<file path="src/rtl/digit_box_locator.sv">
// digit_box_locator
// Loads per-digit bounding boxes from the column/row border RAMs once
// projection finishes, then classifies each incoming pixel against them.
// Border RAM layout: digit k has its low edge at address 2k+1 and its high
// edge at 2k+2. RAM reads take one cycle.
module digit_box_locator #(
    parameter int NUM_ROW = 1,
    parameter int NUM_COL = 4,
    parameter int DEPBIT  = 10
) (
    input  logic              clk,
    input  logic              rst,
    input  logic              project_done_flag,
    input  logic [3:0]        num_col,
    input  logic [3:0]        num_row,
    output logic [DEPBIT-1:0] col_border_addr_rd,
    input  logic [DEPBIT-1:0] col_border_data_rd,
    output logic [DEPBIT-1:0] row_border_addr_rd,
    input  logic [DEPBIT-1:0] row_border_data_rd,
    input  logic              frame_de,
    input  logic [10:0]       xpos,
    input  logic [10:0]       ypos,
    output logic              boxes_valid,
    output logic              load_busy,
    output logic              cnt_ovf,
    output logic              pix_de,
    output logic              pix_in_box,
    output logic              pix_on_edge,
    output logic [3:0]        box_col_idx,
    output logic [3:0]        box_row_idx
);

    typedef enum logic [1:0] {
        IDLE     = 2'd0,
        LOAD_COL = 2'd1,
        LOAD_ROW = 2'd2,
        ACTIVE   = 2'd3
    } state_t;

    state_t            state_r;
    state_t            state_nx_s;
    logic              pdf_r;
    logic              trig_s;
    logic              latch_s;
    logic              done_s;
    logic              cls_en_s;
    logic              ovf_s;
    logic [3:0]        nc_r;
    logic [3:0]        nr_r;
    logic [3:0]        nc_s;
    logic [3:0]        nr_s;
    logic [5:0]        cnt_r;
    logic [5:0]        cnt_nx_s;
    logic [5:0]        lim_s;
    logic [5:0]        addr_nx_s;
    logic [5:0]        cap_idx_s;
    logic [DEPBIT-1:0] col_addr_nx_s;
    logic [DEPBIT-1:0] row_addr_nx_s;

    logic [DEPBIT-1:0] left_r   [NUM_COL];
    logic [DEPBIT-1:0] right_r  [NUM_COL];
    logic [DEPBIT-1:0] top_r    [NUM_ROW];
    logic [DEPBIT-1:0] bottom_r [NUM_ROW];

    logic [NUM_COL-1:0] col_en_s;
    logic [NUM_ROW-1:0] row_en_s;
    logic               hit_s;
    logic               edge_s;
    logic [3:0]         hit_col_s;
    logic [3:0]         hit_row_s;

    // Edge detect against the previous-cycle flag; counts clamped to storage.
    assign trig_s    = project_done_flag & ~pdf_r;
    assign nc_s      = (num_col > 4'(NUM_COL)) ? 4'(NUM_COL) : num_col;
    assign nr_s      = (num_row > 4'(NUM_ROW)) ? 4'(NUM_ROW) : num_row;
    assign ovf_s     = (num_col > 4'(NUM_COL)) | (num_row > 4'(NUM_ROW));
    assign done_s    = (cnt_r == lim_s);
    assign addr_nx_s = ((cnt_r + 6'd2) <= lim_s) ? (cnt_r + 6'd2) : 6'd0;
    // Word arriving now belongs to the address presented last cycle (cnt_r).
    assign cap_idx_s = cnt_r - 6'd1;

    // Number of addresses to read in the current load phase.
    always_comb begin
        lim_s = 6'd0;
        case (state_r)
            LOAD_COL: lim_s = {1'b0, nc_r, 1'b0};
            LOAD_ROW: lim_s = {1'b0, nr_r, 1'b0};
            default:  lim_s = 6'd0;
        endcase
    end

    // Next-state logic and read-address sequencing.
    always_comb begin
        state_nx_s    = state_r;
        cnt_nx_s      = cnt_r;
        col_addr_nx_s = '0;
        row_addr_nx_s = '0;
        latch_s       = 1'b0;
        case (state_r)
            IDLE, ACTIVE: begin
                if (trig_s) begin
                    state_nx_s    = LOAD_COL;
                    cnt_nx_s      = 6'd0;
                    latch_s       = 1'b1;
                    col_addr_nx_s = (nc_s != 4'd0) ? DEPBIT'(1) : DEPBIT'(0);
                end else begin
                    state_nx_s = state_r;
                end
            end
            LOAD_COL: begin
                if (done_s) begin
                    state_nx_s    = LOAD_ROW;
                    cnt_nx_s      = 6'd0;
                    row_addr_nx_s = (nr_r != 4'd0) ? DEPBIT'(1) : DEPBIT'(0);
                end else begin
                    cnt_nx_s      = cnt_r + 6'd1;
                    col_addr_nx_s = DEPBIT'(addr_nx_s);
                end
            end
            LOAD_ROW: begin
                if (done_s) begin
                    state_nx_s = ACTIVE;
                    cnt_nx_s   = 6'd0;
                end else begin
                    cnt_nx_s      = cnt_r + 6'd1;
                    row_addr_nx_s = DEPBIT'(addr_nx_s);
                end
            end
            default: begin
                state_nx_s = IDLE;
                cnt_nx_s   = 6'd0;
            end
        endcase
    end

    // FSM state, counters, latched counts and registered status outputs.
    always_ff @(posedge clk or posedge rst) begin
        if (rst) begin
            state_r            <= IDLE;
            cnt_r              <= 6'd0;
            pdf_r              <= 1'b0;
            nc_r               <= 4'd0;
            nr_r               <= 4'd0;
            cnt_ovf            <= 1'b0;
            boxes_valid        <= 1'b0;
            load_busy          <= 1'b0;
            col_border_addr_rd <= '0;
            row_border_addr_rd <= '0;
        end else begin
            pdf_r              <= project_done_flag;
            state_r            <= state_nx_s;
            cnt_r              <= cnt_nx_s;
            col_border_addr_rd <= col_addr_nx_s;
            row_border_addr_rd <= row_addr_nx_s;
            boxes_valid        <= (state_nx_s == ACTIVE);
            load_busy          <= (state_nx_s == LOAD_COL) | (state_nx_s == LOAD_ROW);
            if (latch_s) begin
                nc_r    <= nc_s;
                nr_r    <= nr_s;
                cnt_ovf <= ovf_s;
            end
        end
    end

    // Capture returned border words into the box register file.
    always_ff @(posedge clk or posedge rst) begin
        if (rst) begin
            for (int c = 0; c < NUM_COL; c++) begin
                left_r[c]  <= '0;
                right_r[c] <= '0;
            end
            for (int r = 0; r < NUM_ROW; r++) begin
                top_r[r]    <= '0;
                bottom_r[r] <= '0;
            end
        end else begin
            for (int c = 0; c < NUM_COL; c++) begin
                if ((state_r == LOAD_COL) && (cnt_r != 6'd0) && (cap_idx_s[5:1] == 5'(c))) begin
                    if (cap_idx_s[0]) right_r[c] <= col_border_data_rd;
                    else              left_r[c]  <= col_border_data_rd;
                end
            end
            for (int r = 0; r < NUM_ROW; r++) begin
                if ((state_r == LOAD_ROW) && (cnt_r != 6'd0) && (cap_idx_s[5:1] == 5'(r))) begin
                    if (cap_idx_s[0]) bottom_r[r] <= row_border_data_rd;
                    else              top_r[r]    <= row_border_data_rd;
                end
            end
        end
    end

    // Per-column and per-row enables: within latched count and not inverted.
    always_comb begin
        col_en_s = '0;
        row_en_s = '0;
        for (int c = 0; c < NUM_COL; c++) begin
            col_en_s[c] = (4'(c) < nc_r) && (left_r[c] <= right_r[c]);
        end
        for (int r = 0; r < NUM_ROW; r++) begin
            row_en_s[r] = (4'(r) < nr_r) && (top_r[r] <= bottom_r[r]);
        end
    end

    // Pixel hit search; scanning from the highest index down lets the
    // lowest row, then lowest column, overwrite and win.
    always_comb begin
        hit_s     = 1'b0;
        edge_s    = 1'b0;
        hit_col_s = 4'd0;
        hit_row_s = 4'd0;
        for (int r = NUM_ROW - 1; r >= 0; r--) begin
            for (int c = NUM_COL - 1; c >= 0; c--) begin
                if (col_en_s[c] && row_en_s[r] &&
                    (xpos >= 11'(left_r[c])) && (xpos <= 11'(right_r[c])) &&
                    (ypos >= 11'(top_r[r]))  && (ypos <= 11'(bottom_r[r]))) begin
                    hit_s     = 1'b1;
                    hit_col_s = 4'(c);
                    hit_row_s = 4'(r);
                    edge_s    = (xpos == 11'(left_r[c])) || (xpos == 11'(right_r[c])) ||
                                (ypos == 11'(top_r[r]))  || (ypos == 11'(bottom_r[r]));
                end else begin
                    hit_s = hit_s;
                end
            end
        end
    end

    // Classification is only live while settled in ACTIVE.
    assign cls_en_s = frame_de & boxes_valid & (state_r == ACTIVE) & (state_nx_s == ACTIVE);

    // Registered classification outputs, one cycle behind the pixel.
    always_ff @(posedge clk or posedge rst) begin
        if (rst) begin
            pix_de      <= 1'b0;
            pix_in_box  <= 1'b0;
            pix_on_edge <= 1'b0;
            box_col_idx <= 4'd0;
            box_row_idx <= 4'd0;
        end else begin
            pix_de <= frame_de;
            if (cls_en_s && hit_s) begin
                pix_in_box  <= 1'b1;
                pix_on_edge <= edge_s;
                box_col_idx <= hit_col_s;
                box_row_idx <= hit_row_s;
            end else begin
                pix_in_box  <= 1'b0;
                pix_on_edge <= 1'b0;
                box_col_idx <= 4'd0;
                box_row_idx <= 4'd0;
            end
        end
    end

endmodule

</file>
<file path="config.mk">
export PLATFORM = sky130hd
export DESIGN_NAME = digit_box_locator
export DESIGN_NICKNAME = d
export VERILOG_FILES = /design/src/rtl/digit_box_locator.sv
export SDC_FILE = /design/constraint.sdc
export NUM_CORES = 1
export LEC_CHECK = 0
export ABC_CLOCK_PERIOD_IN_PS = 6500
export CORE_UTILIZATION = 45
export DETAILED_ROUTE_END_ITERATION = 6
export GPL_TIMING_DRIVEN = 0
export HOLD_SLACK_MARGIN = 0.03
export PLACE_DENSITY = 0.65
export SETUP_SLACK_MARGIN = 0.15
export SLEW_MARGIN = 30
export SYNTH_ARGS = -nofsm -noshare
export SYNTH_HDL_FRONTEND = slang
export SYNTH_SLANG_ARGS = --single-unit
</file>
<file path="constraint.sdc">
create_clock -name clk -period 6.5 [get_ports clk]
set_input_delay 1.3 -clock clk [delete_from_list [all_inputs] [get_ports clk]]
set_output_delay 1.3 -clock clk [all_outputs]
set_load 0.01 [all_outputs]
</file>
==> impl_metrics.yaml, run 1 <==
sta:
  setup_viol: 0
  min_period_over_period_pct: 64.8
  fin_skew_ns: 0.0106
  worst_pin_slew_ns: 0.823
  max-slew-margin-rel_pct: 44.7
  min_period_ns: 4.21
  slew_viol_final: 0
  final_hold_viol_count: 0
  max_freq_ghz: 0.238
  rsz0062_at_grt: "no"
clocking:
  clk_pin_slew_ns: 0.06
  postCtsSetupBuffers: 0
  cts_hold_buffers: 0
  htree_levels: 4
  cts_resized: 0
  cts_tree: "built"
  max-clock-path-buffers: 2
  cts_made_buffers: 17
  cts.sinks: 137
  clock_latency_ns: 0.43
  cts_root_buffer: "clkbuf_16"
floorplan:
  initial_core_util_pct: 46.1
  num_rows: 52
  core-area_um2: 20400
  die_x_um: 146
  die_h_um: 146
  io_pins: 88
  die_area_um2: 21400
power:
  power.share.clock_pct: 31.1
  powerDensity_nw_per_um2: 315
  swShare_pct: 34.7
  combPwrFrac_pct: 37.8
  seqPwrFrac_pct: 31.1
  ir_drop_mv: 0.189
  p_leak_nw: 5.58
  switchingPower_w: 0.00123
  power.internal_w: 0.00231
  p_total_w: 0.00354
logic_synthesis:
  syn_inst: 982
  synthDistinctLibCells: 65
  ys_seq_area_share_pct: 36.5
  synthesis.area_um2: 9390
  synth_edf_count: 0
  avgSynthCellArea_um2: 9.56
  yosys-top-cells-area: "dfrtp_1 (37%), ha_1 (22%), mux2_2 (5.0%), inv_1 (4.8%), o21ai_0 (4.1%)"
  ys_ff_latch: 137
  synthArstFlopShare_pct: 100
  yosysTopAreaCell: "dfrtp_1"
  yosys_warnings: 0
  yosysMostFrequentCell: "ha_1"
  synth_top_area_share_pct: 36.5
  synth_flop_cell: "dfrtp_1"
  yosys-top-cells-count: "ha_1 (165), dfrtp_1 (137), inv_1 (119), nand2_1 (93), o21ai_0 (76)"
worst_hold_path:
  hp-class: "flip-flop to flip-flop"
  holdPathStages: 1
worst_setup_path:
  cp_num_buf_inv: 3
  cp_top_family: "simple AND/OR/NAND/NOR gates"
  crit_chain: "inv_1, ha_1, clkbuf_1, nor2_1, ha_1, nor3_1, and4_1, or2_1, buf_2, a21oi_1, a21oi_1, ha_1, nand4_1, nor4_1, nor2b_1, nor2b_1"
  cp_max_fo: 10
  cp.arrival_ns: 4.54
  critPathLaunchType: "flip-flop"
  cpMaxStageDelayCell: "nor4_1"
  required_ns: 6.83
  path_common_cell: "ha_1"
  worstSetupEndpointType: "flip-flop"
  cpPeakStageDelay_ns: 0.64
  worst-path-stages: 16
  r2r_cells: 16
  critical_path_class: "flip-flop to flip-flop"
route:
  drt_iter0_drc: 396
  routed_wl_um: 23200
  vias_per_cell: 5.42
  drc: 0
  routedWlPerCell_um: 16.9
  dr.pass1.iters: 5
  vias: 7447
  ant_nets: 0
layout:
  final_cells: 1373
  drive_gt1_share_pct: 10.2
  n_antenna_cell: 0
  area_growth_syn_to_layout_pct: 19.5
  nets: 1309
flow_run:
  maxCapViolations: 0
place:
  dp.cells: 1341
  hpwl_um: 17400
  gp_congestion: 0.860
  port_buffers: 73
outcome:
  status: "finished, final reports clean"
grt:
  grt-ovfl-total: 0
  grt_pass1_wl_um: 38500
  grt_pass1_vias: 7391
  grt_usage_pct: 23.1
  antenna_found_initial: 0
  grt_max_degree: 78
## layout make-up
| class | count | area (um2) |
|---|---|---|
| buffer | 34 | 189 |
| clock buffer | 21 | 480 |
| clock inverter | 11 | 190 |
| fill | 1831 | 9150 |
| inverter | 119 | 454 |
| multi-input combinational | 707 | 5380 |
| sequential | 137 | 3430 |
| tap | 270 | 338 |
| timing repair buffer | 74 | 758 |
## power by group through the flow
stage | clock network, W | logic [W] | registers [W]
after floorplan | 0 | 0.000956 | 0.00109
after global placement | 0 | 0.00129 | 0.00111
after detailed placement | 0 | 0.00133 | 0.00111
after CTS | 0.00112 | 0.00134 | 0.00110
after global routing | 0.00116 | 0.00152 | 0.00112
final | 0.00110 | 0.00134 | 0.00110
## layer usage
layer  global-route usage [%]  share of wire, %  up-vias
li1                         -                 -     3670
met1                     32.4                49     3564
met2                     36.0                45      177
met3                     3.72               4.4       36
met4                     8.07               2.1        0
met5                        0                 0        -
## kinds of logic (layout without fill, tap and decap cells)
logic type                 count (synthesis)  in the layout  synth area share, %
muxes                                     44             44                 5.26
xor gates and xnor gates                  10             10                0.933
and+or+nand+nor                          255            255                 13.9
buffers and inverters                    153            259                 6.77
other                                      1             16               0.0399
adders and majority gates                165            165                 22.0
DFF                                      137            137                 36.5
AOI/OAI and AO/OA                        217            217                 14.6
## registers in the layout, indices dropped and copies added, names as in the netlist, 2 cells and up
register / cells
row_border_addr_rd: 6
nr_r: 4
bottom_r: 10
left_r: 40
top_r: 10
state_r: 2
cnt_r: 6
nc_r: 4
right_r: 40
col_border_addr_rd: 6
box_col_idx: 2
## worst paths after layout
check	start	end	slack [ns]
worst max register to register	state_r[0]	box_col_idx[0]	2.29
max in group asynchronous	rst	left_r[12]	4.49
worst min register to register	cnt_ovf	cnt_ovf	0.51
worst min-delay path	cnt_ovf	cnt_ovf	0.51
min in group asynchronous	rst	pix_de	1.29
worst max-delay path	state_r[0]	box_col_idx[0]	2.29
## cell usage in the layout (no fill, tap or decap), types with 5 or more instances in the layout
| master | instances |
|---|---|
| a211oi_1 | 10 |
| a21o_1 | 21 |
| a21oi_1 | 36 |
| a31oi_1 | 7 |
| and2_1 | 6 |
| buf_2 | 7 |
| buf_4 | 14 |
| bufinv_16 | 5 |
| clkbuf_1 | 13 |
| clkbuf_16 | 17 |
| clkdlybuf4s50_1 | 73 |
| conb_1 | 16 |
| dfrtp_1 | 137 |
| ha_1 | 165 |
| inv_1 | 118 |
| mux2_2 | 42 |
| nand2_1 | 93 |
| nand2b_1 | 8 |
| nand3_1 | 21 |
| nand4_1 | 20 |
| nand4b_1 | 7 |
| nor2_1 | 32 |
| nor2b_1 | 14 |
| nor3_1 | 14 |
| nor3b_1 | 5 |
| nor4_1 | 10 |
| o21ai_0 | 76 |
| o21ai_1 | 12 |
| o31ai_1 | 7 |
| xor2_1 | 6 |
## per-stage QoR
step	util [%]	area [um2]	setup WS, ns	hold slack, ns	setup TNS (ns)
2_1_floorplan	-	9450	1.53	0.473	0
3_3_place_gp	51.6	10500	-0.507	0.479	-67.93
3_5_place_dp	51.8	10500	2.06	0.480	0
4_1_cts	55.1	11200	2.30	0.507	0
5_1_grt	55.1	11200	2.06	0.515	0
6_report	55.1	11200	2.29	0.506	0
## worst reg2reg max path, delay by kind of cell, from the launching register on
kind	cells	cell delay (ns)
flip-flops	1	0.42
buffers and inverters	3	0.64
adder cells (fa/ha/maj)	3	0.84
AO/OA/AOI/OAI	2	0.32
AND/OR/NAND/NOR	8	1.91
Power figures use the tool's default switching activity.
==> run 2: changes to the inputs <==
--- a/config.mk
+++ b/config.mk
@@ -5,12 +5,12 @@
 export SDC_FILE = /design/constraint.sdc
 export NUM_CORES = 1
 export LEC_CHECK = 0
-export ABC_CLOCK_PERIOD_IN_PS = 6500
+export ABC_CLOCK_PERIOD_IN_PS = 3700
 export CORE_UTILIZATION = 45
 export DETAILED_ROUTE_END_ITERATION = 6
 export GPL_TIMING_DRIVEN = 0
 export HOLD_SLACK_MARGIN = 0.03
-export PLACE_DENSITY = 0.65
+export PLACE_DENSITY = 0.68
 export SETUP_SLACK_MARGIN = 0.15
 export SLEW_MARGIN = 30
 export SYNTH_ARGS = -nofsm -noshare
==> constraint.sdc (replaced) <==
create_clock -name clk -period 3.7 [get_ports clk]
set_input_delay 0.74 -clock clk [delete_from_list [all_inputs] [get_ports clk]]
set_output_delay 0.74 -clock clk [all_outputs]
set_load 0.01 [all_outputs]
==> run 2 against run 1 <==
  * Worst setup slack lost 2.0 ns
  * Global-route usage decreased by 0.13 points
  * Die area unchanged
  * Power rose by 71%
  * Sequential share of layout area shrank 0.25 points
  * Wire length rose by 2.0%
  * Core utilization up 0.45 points
  * Clock skew is 0.0015 ns lower
  * Cell count rose by 0.80%
  * Critical path type unchanged
  * Critical endpoint is now box_col_idx[1]
  * Largest cell class unchanged
  * Largest power group unchanged
  * Highest routed layer unchanged
==> impl_metrics.yaml, run 2 (synthesis gave the netlist of run 1 again) <==
outcome:
  status: "finished, final reports clean"
sta:
  min_period_over_period_pct: 92.6
  setup_viol: 0
  rsz0062_at_grt: "no"
  min_period_ns: 3.43
  worst_pin_slew_ns: 0.909
  final_hold_viol_count: 0
  hold_slack_ns: 0.480
  slew_viol_final: 0
  max-slew-margin-rel_pct: 38.9
  max_freq_ghz: 0.292
  fin_skew_ns: 0.00913
  fin_ws_ns: 0.273
layout:
  layout_commonest_cell: "ha_1"
  drive_gt1_share_pct: 12.2
  final_util_pct: 55.5
  reg_top3: "left_r: 40 flops, right_r: 40 flops"
  final_cells: 1384
  fin_area_um2: 11300
  nets: 1319
  mostFrequentLayoutCells: "ha_1 (163), dfrtp_1 (137), inv_1 (117)"
  area_growth_syn_to_layout_pct: 20.5
grt:
  grt-ovfl-total: 0
  grt_pass1_vias: 7308
  grt_usage_pct: 23.0
  grt_pass1_wl_um: 38200
  antenna_found_initial: 0
  grt_max_degree: 29
floorplan:
  die_h_um: 146
  initial_core_util_pct: 46.1
  core-area_um2: 20400
  die_area_um2: 21400
  io_pins: 88
  num_rows: 52
  die_x_um: 146
place:
  hpwl_um: 17800
  pre_cts_ws_ns: -0.422
  dp.cells: 1345
  port_buffers: 73
  place_area_um2: 10600
  gp_congestion: 0.864
clocking:
  cts_hold_buffers: 0
  htree_levels: 4
  max-clock-path-buffers: 2
  clk_pin_slew_ns: 0.06
  cts_made_buffers: 17
  cts.sinks: 137
  cts_root_buffer: "clkbuf_16"
  clock_latency_ns: 0.43
  cts_tree: "built"
route:
  ant_nets: 0
  routedWlPerCell_um: 17.1
  drc: 0
  drt_iter0_drc: 440
  dr.pass1.iters: 5
  vias_per_cell: 5.43
  vias: 7510
  routed_wl_um: 23700
worst_setup_path:
  required_ns: 4.05
  cp.arrival_ns: 3.78
  worstSetupEndpointType: "flip-flop"
  critPathLaunchType: "flip-flop"
  cp_max_fo: 10
  critical_path_class: "flip-flop to flip-flop"
flow_run:
  maxCapViolations: 0
power:
  powerDensity_nw_per_um2: 535
  ir_drop_mv: 0.284
  p_leak_nw: 5.59
worst_hold_path:
  hp-class: "flip-flop to flip-flop"
-- run 2: layout make-up --
cell class	instances	area (um2)
Clock inverter	15	118
Multi-Input combinational cell	707	5440
Tap cell	270	338
Clock buffer	17	425
Timing Repair Buffer	84	903
Sequential cell	137	3430
Inverter	119	450
Fill cell	1764	9050
Buffer	34	211
Antenna cell	1	2.50
-- run 2: power breakdown --
| part | internal (W) | leakage, nW | switching, W |
|---|---|---|---|
| sequential | 0.00177 | 1.50 | 0.000161 |
| combinational | 0.00116 | 3.84 | 0.00138 |
| clock | 0.000865 | 0.253 | 0.000716 |
| total | 0.00380 | 5.59 | 0.00226 |
-- run 2: what timing repair did --
item / CTS / global route
buffers inserted: 3 / 3
resized for setup: 9 / 17
gates cloned: 0 / 0
pin swaps: 1 / 5
setup endpoints to repair: 4 / 4
-- run 2: worst paths after layout --
check	slack (ns)	startpoint	depth (start not counted)	endpoint
hold / removal	0.48	cnt_ovf	1	cnt_ovf
hold reg to reg	0.48	cnt_ovf	1	cnt_ovf
max in group asynchronous	2.23	rst	4	right_r[9]
setup / recovery	0.27	state_r[1]	17	box_col_idx[1]
min in group asynchronous	0.73	rst	2	bottom_r[1]
setup reg to reg	0.27	state_r[1]	17	box_col_idx[1]
-- run 2: worst max-delay path, cell delays in order (launching register included) --
cell	delay, ns
dfrtp_1	0.41
buf_4	0.16
ha_1	0.33
buf_6	0.16
nor2_1	0.06
ha_1	0.33
nor3_2	0.11
and4_4	0.24
or2_1	0.13
buf_6	0.14
a21oi_1	0.08
a21oi_2	0.13
ha_2	0.19
nand4_1	0.12
nor4_4	0.24
buf_4	0.18
nor2b_2	0.14
and3_1	0.19
-- run 2: stage by stage --
| stage | TNS, ns | power [W] |
|---|---|---|
| 2_1_floorplan | 0 | 0.00360 |
| 3_3_place_gp | -8.03 | 0.00420 |
| 3_5_place_dp | -1.46 | 0.00429 |
| 4_1_cts | 0 | 0.00594 |
| 5_1_grt | 0 | 0.00649 |
| 6_report | 0 | 0.00605 |
-- run 2: layer usage --
metal	track usage (%)	vias to the layer above	part of all wire (%)
met1	31.0	3605	46
met3	3.56	36	4.3
met4	8.75	0	2.4
li1	-	3708	-
met5	0	-	0
met2	37.1	161	47
